`src/rtl/debug_uart_rx.sv`:
```
// debug_uart_rx: 32x-oversampling 8N1 receiver with a one-deep holding register and status flags
module debug_uart_rx (
  input  logic       clk,
  input  logic       rst_n,
  input  logic       baud_wr,
  input  logic [7:0] baud_div,
  input  logic [1:0] rx_sel,
  input  logic       rx1,
  input  logic       rx2,
  input  logic       rx3,
  input  logic       rx_rd,
  output logic [7:0] rx_data,
  output logic       rx_avail,
  output logic       frame_err,
  output logic       overrun,
  output logic       busy
);
  typedef enum logic [2:0] {IDLE, START, DATA, STOP, WAIT_HI} state_t;
  state_t     state_q;
  logic [7:0] div_q, pre_q, sh_q, data_q;
  logic [1:0] sel_q;
  logic [4:0] tc_q;
  logic [2:0] bit_q;
  logic       s1_q, s2_q, avail_q, ferr_q, ovr_q;
  logic       en, rx_mux, tick, smp16, smp32;
  assign en        = (div_q != 8'd0) && (sel_q != 2'd0);
  assign rx_mux    = sel_q == 2'd1 ? rx1 : sel_q == 2'd2 ? rx2 : sel_q == 2'd3 ? rx3 : 1'b1;
  assign tick      = pre_q == div_q - 8'd1;
  assign smp16     = tick && tc_q == 5'd15;
  assign smp32     = tick && tc_q == 5'd31;
  assign busy      = state_q != IDLE;
  assign rx_data   = data_q;
  assign rx_avail  = avail_q;
  assign frame_err = ferr_q;
  assign overrun   = ovr_q;
  // Baud/line-select config and a two-flop synchronizer on the selected line (idles high)
  always_ff @(posedge clk) begin
    if (!rst_n) begin
      div_q <= 8'd0;
      sel_q <= 2'd0;
      s1_q  <= 1'b1;
      s2_q  <= 1'b1;
    end else begin
      if (baud_wr) begin
        div_q <= baud_div;
        sel_q <= rx_sel;
      end
      s1_q <= rx_mux;
      s2_q <= s1_q;
    end
  end
  // Oversampling counters, deframing FSM and the holding register with its status
  always_ff @(posedge clk) begin
    if (!rst_n) begin
      state_q <= IDLE;
      pre_q   <= 8'd0;
      tc_q    <= 5'd0;
      bit_q   <= 3'd0;
      sh_q    <= 8'd0;
      data_q  <= 8'd0;
      avail_q <= 1'b0;
      ferr_q  <= 1'b0;
      ovr_q   <= 1'b0;
    end else begin
      if (rx_rd && avail_q) begin
        avail_q <= 1'b0;
        ferr_q  <= 1'b0;
        ovr_q   <= 1'b0;
      end
      pre_q <= tick ? 8'd0 : pre_q + 8'd1;
      tc_q  <= tick ? tc_q + 5'd1 : tc_q;
      if (baud_wr || !en) state_q <= IDLE;
      else case (state_q)
        IDLE: begin
          pre_q <= 8'd0;
          tc_q  <= 5'd0;
          if (!s2_q) state_q <= START;
        end
        START: if (smp16) begin
          tc_q    <= 5'd0;
          bit_q   <= 3'd0;
          state_q <= s2_q ? IDLE : DATA;
        end
        DATA: if (smp32) begin
          tc_q  <= 5'd0;
          sh_q  <= {s2_q, sh_q[7:1]};
          bit_q <= bit_q + 3'd1;
          if (bit_q == 3'd7) state_q <= STOP;
        end
        STOP: if (smp32) begin
          tc_q    <= 5'd0;
          data_q  <= sh_q;
          avail_q <= 1'b1;
          ferr_q  <= ~s2_q;
          ovr_q   <= !rx_rd && (ovr_q || avail_q);
          state_q <= s2_q ? IDLE : WAIT_HI;
        end
        WAIT_HI: if (s2_q) state_q <= IDLE;
        default: state_q <= IDLE;
      endcase
    end
  end
endmodule

```
`config.mk`:
```
export PLATFORM = sky130hd
export DESIGN_NAME = debug_uart_rx
export DESIGN_NICKNAME = d
export VERILOG_FILES = /design/src/rtl/debug_uart_rx.sv
export SDC_FILE = /design/constraint.sdc
export NUM_CORES = 1
export LEC_CHECK = 0
export ABC_AREA = 1
export CAP_MARGIN = 5
export CELL_PAD_IN_SITES_DETAIL_PLACEMENT = 0
export CELL_PAD_IN_SITES_GLOBAL_PLACEMENT = 2
export CORE_ASPECT_RATIO = 0.8
export CORE_UTILIZATION = 28
export DETAILED_ROUTE_END_ITERATION = 7
export PLACE_DENSITY = 0.79
export SYNTH_ARGS = -nofsm -noshare
export SYNTH_HDL_FRONTEND = slang
export SYNTH_SLANG_ARGS = --single-unit
```
`constraint.sdc`:
```
create_clock -name clk -period 1.9 [get_ports clk]
set_input_delay 0.38 -clock clk [delete_from_list [all_inputs] [get_ports clk]]
set_output_delay 0.38 -clock clk [all_outputs]
set_load 0.01 [all_outputs]
```
==> results.py, run 1 <==
metrics = {
    "run_status": {
        "status": "finished with violations",
        "violations": "DRC",
    },
    "grt": {
        "overflow": 0,
        "grt_max_degree": 19,
        "antenna_found_initial": 0,
        "grt_pass1_wl_um": 11000,
        "track_usage_pct": 13.9,
        "grt_pass1_vias": 2265,
    },
    "timing": {
        "timing.fmax_ghz": 0.527,
        "rsz0062_at_grt": "true",
        "skew_ns": 0.00896,
        "max-slew-margin-rel_pct": 72.5,
        "period_share_pct": 99.8,
        "setup_viol": 0,
        "finalHoldViolCount": 0,
        "worstMarginPinSlew_ns": 0.409,
        "final.setup.worst_slack_ns": 0.00288,
        "drv_slew": 0,
        "period_minus_slack_ns": 1.90,
    },
    "cells_and_area": {
        "finalCoreUtilization_pct": 39.9,
        "n_fill_cell": 924,
        "multi_input_area_mm2": 0.00157,
        "diodes": 0,
        "flow.area_growth_from_synthesis_pct": 36.8,
        "layout_common_cells": "69 x nand2_1, 45 x dfxtp_1, 44 x buf_4, 42 x nor2_1, 39 x inv_1",
        "final_nets": 474,
        "final_common_cell": "nand2_1",
        "seqCellArea_mm2": 0.00101,
        "post_route_cells_drive_above_1_share_pct": 25.1,
    },
    "die": {
        "rows": 31,
        "io_pins": 29,
        "die_w_um": 111,
        "initial_core_util_pct": 29.2,
        "die_h_um": 89.5,
        "dieArea_mm2": 0.00997,
        "core_area_mm2": 0.00919,
    },
    "worst_setup_path": {
        "crit_type": "reg -> reg",
        "crit_fanout": 4,
        "cp.required_ns": 2.08,
        "cp-start-kind": "register",
        "end_kind": "register",
        "arrival_ns": 2.08,
    },
    "hold_path": {
        "hp-class": "reg -> reg",
    },
    "drt": {
        "ant_nets": 0,
        "drt_iter0_drc": 81,
        "num_vias": 2546,
        "wirelength_um": 6730,
        "via_per_inst": 4.51,
        "drc_errors": 2,
        "wl_per_cell_um": 11.9,
        "dr.pass1.iters": 6,
    },
    "clocking": {
        "cts_buffer_depth": 2,
        "cts_tree": "yes",
        "path_clk_slew_ns": 0.07,
        "cts_made_buffers": 5,
        "hold_buffers": 0,
        "cts-root-buf": "clkbuf_16",
        "htreeDepth": 2,
        "cts_sinks": 50,
        "clkLatencyLatePin_ns": 0.29,
    },
    "synth": {
        "yosys_warnings": 0,
        "syn_nets": 408,
        "synth-seq-cells": 50,
        "netlist_instances": 383,
        "syn-mean-instance-area_um2": 7.00,
        "yosysUniqueCellTypes": 29,
        "ys_seq_area_share_pct": 37.3,
        "syn-cell-area_mm2": 0.00268,
    },
    "placement": {
        "dpl.hpwl_um": 5070,
        "gp_congestion": 0.827,
        "pre_cts_slack_ns": -0.138,
        "port_buffers": 28,
    },
    "pwr": {
        "leakage_uw": 0.00147,
        "vdd_ir_drop_max_v": 0.000370,
        "power_density_mw_per_mm2": 659,
    },
    "job": {
        "maxCapViolations": 0,
    },
}
## kinds of logic (layout without fill, tap and decap cells)
logic type / count (synthesis) / count (layout) / synth area share [%]
and+or+nand+nor: 189 / 190 / 31.8
AOI/OAI and AO/OA: 61 / 61 / 11.7
buffers and inverters: 60 / 126 / 10.3
DFF: 50 / 50 / 37.3
xor gates and xnor gates: 15 / 15 / 5.18
adders and majority gates: 8 / 8 / 3.73
## cells in the mapped netlist
cell           instances  area [um^2]
nand2_1               83          312
dfxtp_1               50         1000
nor2_1                47          176
inv_1                 43          161
a21oi_1               33          165
o21ai_0               25          125
nand3_1               18         90.1
nand4_1               13         81.3
nor3_1                13         65.1
ha_1                   8          100
xor2_1                 8         70.1
clkbuf_1               6         22.5
xnor2_1                6         52.6
nor2_2                 5         31.3
buf_6                  4         45.0
nand2_2                3         18.8
buf_2                  2         10.0
nand3_4                2         35.0
nor2_4                 2         22.5
o221ai_1               2         17.5
or2_2                  2         12.5
a31oi_1                1         6.26
buf_4                  1         7.51
clkinv_4               1         8.76
dlygate4sd3_1          1         10.0
inv_2                  1         3.75
inv_4                  1         6.26
nand3b_1               1         7.51
xor2_2                 1         16.3
## metrics by stage
step | power, uW | instance area [um^2] | setup TNS (ns) | cells | hold slack, ns
2_1_floorplan | 1330 | 2690 | 0 | 383 | 0.393
3_3_place_gp | 1470 | 3320 | -0.761 | 551 | 0.398
3_5_place_dp | 1470 | 3320 | -1.51 | 551 | 0.400
4_1_cts | 2430 | 3580 | 0 | 565 | 0.416
5_1_grt | 2530 | 3670 | -2.75 | 565 | 0.428
6_report | 2420 | 3670 | 0 | 565 | 0.417
## area by class of cell
| cell class | instances | share of cell area, % |
|---|---|---|
| tap | 115 | 3.92 |
| sequential | 50 | 27.5 |
| timing repair buffer | 72 | 16.7 |
| clock buffer | 6 | 3.79 |
| multi-input combinational | 274 | 42.8 |
| clock inverter | 2 | 0.341 |
| inverter | 46 | 4.98 |
## power by group
group	internal (uW)	total (uW)	switching, uW	leakage (uW)
sequential	1070	1100	29.8	0.000407
clock	522	920	398	0.0000729
combinational	186	396	210	0.000987
total	1780	2420	637	0.00147
## critical path, cell delays in order (launching register included)
cell     delay [ns]
dfxtp_2        0.34
inv_2          0.05
ha_4           0.18
inv_2          0.05
nand2_2        0.04
nand2_2        0.07
xor2_2         0.19
nand2_2        0.09
nor2_4         0.16
nand3_4        0.13
nand2_4        0.10
nand2_4        0.07
nor2_4         0.16
nand2_1        0.07
nand2_1        0.06
nor2_1         0.04
## state kept, by name, summed over array words and instances, names as in the netlist, 2 cells and up
register  count
pre_q         8
state_q       3
sh_q          8
sel_q         2
bit_q         3
tc_q          5
div_q         8
rx_data       8
## routing by layer
layer	GRT usage (%)	up-vias	wire length, um
li1	-	1367	-
met1	20.5	1138	3780
met2	20.7	36	2680
met3	2.31	5	216
met4	3.69	0	60
met5	0	-	0
## timing repair
action / 4_1_cts / 5_1_grt
endpoints found under the setup margin: 25 / 31
cloned: 1 / 0
buffers inserted: 5 / 0
pin swaps: 11 / 15
gates resized for setup: 22 / 34
## path summary, 6_finish.rpt
path	start	to	slack, ns	cells past startpoint
setup / recovery	div_q[1]	state_q[0]	0.003	15
setup reg to reg	div_q[1]	state_q[0]	0.003	15
hold / removal	s1_q	s2_q	0.42	1
hold reg to reg	s1_q	s2_q	0.42	1
(Power assumes the default switching activity.)
==> run 2: changes to the inputs <==
GPL_TIMING_DRIVEN = 0   (was not set)
==> results.py, run 2 (same netlist as run 1, synthesis figures left out) <==
metrics = {
    "drt": {
        "wl_per_cell_um": 12.3,
        "via_per_inst": 4.58,
        "dr.pass1.iters": 7,
        "drt_iter0_drc": 114,
        "ant_nets": 0,
        "drc_errors": 2,
        "wirelength_um": 6730,
        "num_vias": 2504,
    },
    "worst_setup_path": {
        "path_buf_inv": 4,
        "crit_cells": 14,
        "arrival_ns": 2.17,
        "crit_type": "reg -> reg",
        "crit_fanout": 4,
        "slowest_stage": "dfxtp_2",
        "r2r_cells": 14,
        "slowest_delay_ns": 0.36,
        "reg2reg_slack_ns": -0.08,
        "startpoint": "div_q[0]",
        "r2r-start": "div_q[0]",
        "r2r_end": "rx_data[0]",
        "end_kind": "register",
        "cp-start-kind": "register",
        "crit_end": "rx_data[0]",
        "path_delay_family": "simple AND/OR/NAND/NOR gates",
        "cp.required_ns": 2.09,
        "crit_chain": "inv_4 -> ha_4 -> inv_2 -> nand2_2 -> nand2_2 -> xor2_2 -> nand2_1 -> nor2_4 -> nand3_4 -> inv_8 -> buf_12 -> nand3_2 -> nand2_1 -> a21oi_2",
    },
    "grt": {
        "grt_max_degree": 15,
        "antenna_found_initial": 0,
        "overflow": 0,
        "track_usage_pct": 14.2,
        "grt_pass1_vias": 2212,
        "grt_pass1_wl_um": 11000,
    },
    "clocking": {
        "cts_buffer_depth": 2,
        "cts_sinks": 50,
        "cts_made_buffers": 5,
        "hold_buffers": 0,
        "clkLatencyLatePin_ns": 0.29,
        "path_clk_slew_ns": 0.07,
        "htreeDepth": 2,
        "cts_tree": "yes",
        "cts-root-buf": "clkbuf_16",
    },
    "cells_and_area": {
        "final_area_mm2": 0.00365,
        "final_common_cell": "nand2_1",
        "seqCellArea_mm2": 0.00101,
        "post_route_cells_drive_above_1_share_pct": 22.7,
        "multi_input_area_mm2": 0.00164,
        "diodes": 0,
        "finalCoreUtilization_pct": 39.7,
        "stdcell_count": 547,
        "n_fill_cell": 920,
        "layout_common_cells": "67 x nand2_1, 46 x dfxtp_1, 43 x nor2_1, 37 x inv_1, 28 x clkdlybuf4s50_1",
        "flow.area_growth_from_synthesis_pct": 36.2,
        "final_nets": 456,
    },
    "timing": {
        "finalHoldViolCount": 0,
        "hold_ws_ns": 0.416,
        "skew_ns": 0.00569,
        "period_minus_slack_ns": 1.98,
        "worstMarginPinSlew_ns": 0.566,
        "max-slew-margin-rel_pct": 62.2,
        "final.setup.worst_slack_ns": -0.0789,
        "setup_viol": 26,
        "timing.fmax_ghz": 0.505,
        "drv_slew": 0,
        "rsz0062_at_grt": "true",
        "period_share_pct": 104,
    },
    "hold_path": {
        "hp-class": "reg -> reg",
    },
    "pwr": {
        "power_density_mw_per_mm2": 692,
        "p_sw_uw": 653,
        "pwr-share-comb_pct": 16.4,
        "seq_power_share_pct": 43.3,
        "p_clk_share_pct": 40.3,
        "p_int_uw": 1870,
        "vdd_ir_drop_max_v": 0.000366,
        "swShare_pct": 25.9,
        "leakage_uw": 0.00140,
    },
    "run_status": {
        "violations": "DRC, setup timing",
        "status": "finished with violations",
    },
    "die": {
        "rows": 31,
        "die_w_um": 111,
        "initial_core_util_pct": 29.2,
        "dieArea_mm2": 0.00997,
        "core_area_mm2": 0.00919,
        "die_h_um": 89.5,
        "io_pins": 29,
    },
    "placement": {
        "dpl.hpwl_um": 4840,
        "gp_congestion": 0.764,
        "dp.cells": 526,
        "port_buffers": 28,
        "placed_cell_area_mm2": 0.00312,
        "pre_cts_slack_ns": -0.545,
    },
    "job": {
        "maxCapViolations": 0,
    },
}
-- run 2: through the flow --
step / TNS (ns) / power (uW)
after floorplan: 0 / 1330
after global placement: -15.58 / 1430
after detailed placement: -15.20 / 1430
after CTS: -0.617 / 2520
after global routing: -5.31 / 2640
final: -1.29 / 2530
-- run 2: layer usage --
metal / track usage (%) / part of all wire, %
met2: 20.6 / 39
met3: 2.31 / 5.1
met4: 4.42 / 1.3
met5: 0 / 0
met1: 21.1 / 54
-- run 2: timing repair --
item,CTS,global route
resized for setup,46,34
cloned,1,0
setup buffers,10,4
pin swaps,12,25
endpoints found under the setup margin,38,38
-- run 2: worst reg2reg max path: stages, from the launching register on --
cell and delay (ns):
dfxtp_2 0.36, inv_4 0.05, ha_4 0.17, inv_2 0.05, nand2_2 0.04, nand2_2 0.09, xor2_2 0.19, nand2_1 0.11
nor2_4 0.18, nand3_4 0.16, inv_8 0.12, buf_12 0.10, nand3_2 0.09, nand2_1 0.11, a21oi_2 0.05
-- run 2: power groups by stage --
| stage | logic, uW | registers (uW) | clock network, uW |
|---|---|---|---|
| global route | 460 | 1090 | 1080 |
| CTS | 377 | 1090 | 1050 |
| global placement | 315 | 1120 | 0 |
| detailed placement | 314 | 1120 | 0 |
| finish | 415 | 1090 | 1020 |
| floorplan | 222 | 1110 | 0 |
-- run 2: cell type report --
type | instances | share of cell area, %
clock buffers | 7 | 3.63
flip-flops and latches | 50 | 27.5
inverters | 46 | 5.21
repair buffers | 41 | 11.3
multi-input cells | 274 | 44.9
well taps | 115 | 3.94
plain buffers | 13 | 2.60
clock inverters | 1 | 0.822
-- run 2: worst min-delay path by stage --
stage                end  slack [ns]  cells after the start  startpoint
global route        s2_q        0.42                      1        s1_q
finish              s2_q        0.42                      1        s1_q
global placement    s2_q        0.39                      1        s1_q
detailed placement  s2_q        0.40                      1        s1_q
floorplan           s2_q        0.39                      1        s1_q
CTS                 s2_q        0.42                      1        s1_q
